**config.mk**
```make
export PLATFORM = sky130hd
export DESIGN_NAME = mem_arbiter
export DESIGN_NICKNAME = d
export VERILOG_FILES = /design/src/rtl/mem_arbiter.sv
export SDC_FILE = /design/constraint.sdc
export NUM_CORES = 1
export LEC_CHECK = 0
export BUFFER_PORTS_ARGS = -buffer_cell sky130_fd_sc_hd__buf_2
export CORE_AREA = 2 2 121 123
export DETAILED_ROUTE_END_ITERATION = 7
export DIE_AREA = 0 0 123 125
export PLACE_DENSITY = 0.8
export SLEW_MARGIN = 10
export SYNTH_ARGS = -nofsm -noshare
export SYNTH_HDL_FRONTEND = slang
export SYNTH_SLANG_ARGS = --single-unit
```
**constraint.sdc**
```tcl
create_clock -name clk -period 3.5 [get_ports clk]
set_clock_uncertainty 0.1 [all_clocks]
set_input_delay 0.35 -clock clk [delete_from_list [all_inputs] [get_ports clk]]
set_output_delay 0.35 -clock clk [all_outputs]
set_load 0.03 [all_outputs]
```
**src/rtl/mem_arbiter.sv**
```systemverilog
// Arbitrates the single memory-controller port between I-cache (p0) and D-cache (p1).
// Define MEM_ARB_RR_EN for round-robin arbitration; default is fixed priority p1 over p0.
module mem_arbiter #(
    parameter int ADDR_W = 32,
    parameter int DATA_W = 32,
    parameter int MASK_W = 4,
    parameter int RW_W   = 2
) (
    input  logic              clk,
    input  logic              rst,

    input  logic [RW_W-1:0]   p0_rw_flag,
    input  logic [ADDR_W-1:0] p0_addr,
    input  logic [DATA_W-1:0] p0_write_data,
    input  logic [MASK_W-1:0] p0_write_mask,
    output logic [DATA_W-1:0] p0_read_data,
    output logic              p0_busy,
    output logic              p0_done,

    input  logic [RW_W-1:0]   p1_rw_flag,
    input  logic [ADDR_W-1:0] p1_addr,
    input  logic [DATA_W-1:0] p1_write_data,
    input  logic [MASK_W-1:0] p1_write_mask,
    output logic [DATA_W-1:0] p1_read_data,
    output logic              p1_busy,
    output logic              p1_done,

    output logic [RW_W-1:0]   rw_flag,
    output logic [ADDR_W-1:0] addr,
    output logic [DATA_W-1:0] write_data,
    output logic [MASK_W-1:0] write_mask,
    input  logic [DATA_W-1:0] read_data,
    input  logic              busy,
    input  logic              done
);

    localparam logic [RW_W-1:0] RW_IDLE  = RW_W'(0);
    localparam logic [RW_W-1:0] RW_READ  = RW_W'(1);
    localparam logic [RW_W-1:0] RW_WRITE = RW_W'(2);

    typedef enum logic [1:0] {
        IDLE,
        WAIT,
        RELEASE
    } state_t;

    state_t state, state_nxt;

    logic grant, grant_nxt;
    logic last_grant, last_grant_nxt;

    logic [RW_W-1:0]   rw_flag_nxt;
    logic [ADDR_W-1:0] addr_nxt;
    logic [DATA_W-1:0] write_data_nxt;
    logic [MASK_W-1:0] write_mask_nxt;
    logic [DATA_W-1:0] p0_read_data_nxt;
    logic [DATA_W-1:0] p1_read_data_nxt;
    logic              p0_done_nxt;
    logic              p1_done_nxt;

    logic p0_req, p1_req, any_req;
    logic winner, issue;

    // 2'b11 is reserved and behaves exactly like idle
    assign p0_req  = (p0_rw_flag == RW_READ) || (p0_rw_flag == RW_WRITE);
    assign p1_req  = (p1_rw_flag == RW_READ) || (p1_rw_flag == RW_WRITE);
    assign any_req = p0_req || p1_req;

    always_comb begin
        winner = p1_req;
`ifdef MEM_ARB_RR_EN
        if (p0_req && p1_req) begin
            winner = ~last_grant;
        end
`endif
    end

    assign issue = (state == IDLE) && !busy && any_req;

    assign p0_busy = (state != IDLE) || busy || (any_req && winner);
    assign p1_busy = (state != IDLE) || busy || (any_req && !winner);

    always_comb begin
        state_nxt        = state;
        grant_nxt        = grant;
        last_grant_nxt   = last_grant;
        rw_flag_nxt      = rw_flag;
        addr_nxt         = addr;
        write_data_nxt   = write_data;
        write_mask_nxt   = write_mask;
        p0_read_data_nxt = p0_read_data;
        p1_read_data_nxt = p1_read_data;
        p0_done_nxt      = 1'b0;
        p1_done_nxt      = 1'b0;

        unique case (state)
            IDLE: begin
                if (issue) begin
                    state_nxt = WAIT;
                    grant_nxt = winner;
                    if (winner) begin
                        rw_flag_nxt    = p1_rw_flag;
                        addr_nxt       = p1_addr;
                        write_data_nxt = p1_write_data;
                        write_mask_nxt = p1_write_mask;
                    end else begin
                        rw_flag_nxt    = p0_rw_flag;
                        addr_nxt       = p0_addr;
                        write_data_nxt = p0_write_data;
                        write_mask_nxt = p0_write_mask;
                    end
                end
            end
            WAIT: begin
                if (done) begin
                    state_nxt      = RELEASE;
                    rw_flag_nxt    = RW_IDLE;
                    last_grant_nxt = grant;
                    if (grant) begin
                        p1_done_nxt = 1'b1;
                        if (rw_flag == RW_READ) begin
                            p1_read_data_nxt = read_data;
                        end
                    end else begin
                        p0_done_nxt = 1'b1;
                        if (rw_flag == RW_READ) begin
                            p0_read_data_nxt = read_data;
                        end
                    end
                end
            end
            RELEASE: begin
                state_nxt = IDLE;
            end
            default: begin
                state_nxt = IDLE;
            end
        endcase
    end

    always_ff @(posedge clk) begin
        if (rst) begin
            state        <= IDLE;
            grant        <= 1'b0;
            last_grant   <= 1'b1;
            rw_flag      <= RW_IDLE;
            addr         <= '0;
            write_data   <= '0;
            write_mask   <= '0;
            p0_read_data <= '0;
            p1_read_data <= '0;
            p0_done      <= 1'b0;
            p1_done      <= 1'b0;
        end else begin
            state        <= state_nxt;
            grant        <= grant_nxt;
            last_grant   <= last_grant_nxt;
            rw_flag      <= rw_flag_nxt;
            addr         <= addr_nxt;
            write_data   <= write_data_nxt;
            write_mask   <= write_mask_nxt;
            p0_read_data <= p0_read_data_nxt;
            p1_read_data <= p1_read_data_nxt;
            p0_done      <= p0_done_nxt;
            p1_done      <= p1_done_nxt;
        end
    end

endmodule

```
==> impl_metrics.py <==
metrics = {
    "worst_setup_path": {
        "worst-path-stages": 4,
        "worstPathBufferInverterCount": 1,
        "critPathArrivalTime_ns": 2.19,
        "endpoint_kind": "flop",
        "cp.required_ns": 3.65,
        "cp-start-kind": "flop",
        "crit_fanout": 36,
        "regToRegStartpoint": "state[1]",
        "cpPeakStageDelay_ns": 0.82,
        "path_cells": "or3_2 > buf_4 > nand2_1 > o211ai_1",
        "critical_path.top_delay_family": "simple AND/OR/NAND/NOR gates",
        "worstSetupStartpoint": "state[1]",
        "critPathKind": "flop to flop",
        "crit_path_top_delay_cell": "or3_2",
        "ff2ff_path_depth": 4,
    },
    "power_and_ir_drop": {
        "ir_worst_vdd_v": 0.000312,
        "p_comb_share_pct": 18.7,
        "clkPwrFrac_pct": 42.1,
        "switchingPower_w": 0.00125,
        "power.internal_w": 0.00314,
        "p_leak_nw": 4.25,
        "switching_share_pct": 28.4,
        "sequentialPowerShare_pct": 39.2,
        "power.density_nw_per_um2": 501,
    },
    "die": {
        "dieArea_sq_um": 15400,
        "die_w_um": 123,
        "initial_core_util_pct": 45.8,
        "rows": 44,
        "chipHeight_um": 125,
        "io_pins": 314,
        "core_sq_um": 14200,
    },
    "placed_design": {
        "io_buffers": 313,
        "globalplace.congestion": 0.773,
        "dp_hpwl_mm": 12.3,
    },
    "final_layout": {
        "nets": 1192,
        "drive_gt1_share_pct": 35.2,
        "n_fill_cell": 1266,
        "syn2layout_area_growth_pct": 34.6,
        "utilization_pct": 61.6,
    },
    "global_routing": {
        "grt-ovfl-total": 0,
        "grt_pass1_vias": 5740,
        "grt_util_all_layers_pct": 22.5,
        "grt_pass1_wl_mm": 27.9,
        "antenna_found_initial": 1,
        "grt_max_degree": 106,
    },
    "sta": {
        "drv_slew": 0,
        "grt_setup_unrepaired": "false",
        "max_freq_ghz": 0.490,
        "slew_headroom_pct": 29.9,
        "fin_setup_tns_ns": 0,
        "fin_crit_sh_pct": 58.3,
        "finalHoldViolCount": 0,
        "fin_crit_ns": 2.04,
        "worst_pin_slew_ns": 1.05,
        "setup_violations": 0,
    },
    "clock_tree": {
        "cts_setup_buffers": 0,
        "cts_buffers": 17,
        "cts_tree": "done",
        "htreeDepth": 4,
        "holdBufCountCts": 0,
        "cts_sinks": 139,
        "cts.repair.resized": 0,
        "root_buffer": "clkbuf_16",
        "clk_path_buf_depth": 2,
        "clkTransAtPathRegs_ns": 0.06,
        "clock_latency_ns": 0.40,
    },
    "yosys": {
        "netlist_top_cells_count": "167 x nand2_1, 139 x dfxtp_1, 134 x mux2i_1",
        "ys_seq_area_share_pct": 42.8,
        "netlist_area_sq_um": 6500,
        "synth_seq_cells": 139,
        "ys.flop_type": "dfxtp_1",
        "ys_types": 26,
        "synth_top_area_cell": "dfxtp_1",
        "synth_warnings": 0,
        "synth_most_common_cell": "nand2_1",
        "syn_avg_cell_area_sq_um": 8.84,
        "synth_cells": 735,
        "synthArstFlopShare_pct": 0,
        "syn_nets": 911,
        "synth.area.top_cells": "dfxtp_1 43%, mux2i_1 21%, nand2_1 9.6%",
        "yosysTopAreaCellShare_pct": 42.8,
        "synth_edf_count": 0,
    },
    "outcome": {
        "outcome": "finished clean",
    },
    "drt": {
        "dr_wl_met2_mm": 8.96,
        "drt_iter0_drc": 261,
        "postRouteAntennaNets": 0,
        "m1WireLength_mm": 6.96,
        "wl_mm": 17.8,
        "dr_wl_met3_mm": 1.54,
        "top_layer": "met4",
        "dr.pass1.iters": 4,
        "vias": 6224,
        "drc": 0,
        "vias_per_cell": 5.13,
        "wl_per_cell_um": 14.7,
    },
    "job": {
        "cap_violations": 0,
    },
    "min_path": {
        "holdCritPathClass": "primary input to flop",
        "holdPathStages": 3,
        "hp-start": "read_data[28]",
    },
}
==> sequential cells by signal, summed over array words and instances (netlist names) <==
name / flops
addr: 32
p0_read_data: 32
p1_read_data: 32
write_data: 32
write_mask: 4
rw_flag: 2
state: 2
grant: 1
p0_done: 1
p1_done: 1
==> worst min-delay path, stage by stage <==
cell and delay (ns):
buf_2 0.09, nand2_1 0.06, mux2i_1 0.06
==> logic make-up after synthesis <==
family          count (synthesis)  share of synthesized area [%]
xor+xnor                        4                          0.539
compound gates                 76                           8.59
buf+inv                        62                           4.23
flops                         139                           42.8
simple gates                  320                           23.2
mux                           134                           20.6
==> stage by stage <==
stage	power, W	setup slack, ns	cell area, sq um	hold slack (ns)	cells
after floorplan	0.00230	1.60	6500	0.382	735
after global placement	0.00257	1.43	8130	0.340	1181
after detailed placement	0.00258	1.42	8130	0.345	1181
after CTS	0.00442	1.45	8750	0.0986	1213
after global routing	0.00457	1.32	8750	0.107	1214
final	0.00438	1.46	8750	0.110	1214
==> final timing paths <==
kind / endpoint / slack [ns]
max: write_data[3] / 1.46
min: p1_read_data[28] / 0.11
max reg2reg: write_data[3] / 1.46
min reg2reg: p0_read_data[31] / 0.35
==> cell usage in the layout (no fill, tap or decap), types with 2 or more instances in the layout <==
cell type / instances
xor2_1: 2
xnor2_2: 2
nand2_1: 167
clkinv_4: 4
a21oi_1: 2
mux2i_1: 134
clkbuf_16: 17
nor2_1: 2
o21ai_0: 3
nand3_1: 70
and2_1: 2
nor2b_1: 69
clkbuf_8: 2
bufinv_16: 3
or3_1: 2
clkinv_2: 2
buf_2: 313
o211ai_1: 70
clkinvlp_4: 3
buf_4: 9
dfxtp_1: 139
nor3_2: 2
==> cell type report <==
type | count | area, sq um | area share [%]
Timing Repair Buffer | 323 | 1650 | 18.9
Clock buffer | 19 | 453 | 5.18
Tap cell | 184 | 230 | 2.63
Multi-Input combinational cell | 534 | 3460 | 39.5
Clock inverter | 13 | 166 | 1.90
Sequential cell | 139 | 2780 | 31.8
Inverter | 1 | 3.75 | 0.0429
Antenna cell | 1 | 2.50 | 0.0286
==> routing by layer <==
layer  global-route usage (%)  vias to the layer above
met5                        0                        -
met4                     7.42                        0
met3                     6.34                       27
met2                     39.5                      263
met1                     26.1                     2831
li1                         -                     3103
==> power by group through the flow <==
stage	clock [W]	combinational, W	sequential, W
global route	0.00196	0.000886	0.00173
global placement	0	0.000817	0.00175
finish	0.00185	0.000820	0.00172
floorplan	0	0.000370	0.00193
CTS	0.00188	0.000827	0.00172
detailed placement	0	0.000826	0.00175
No activity file was read; power rests on OpenSTA's default activity.
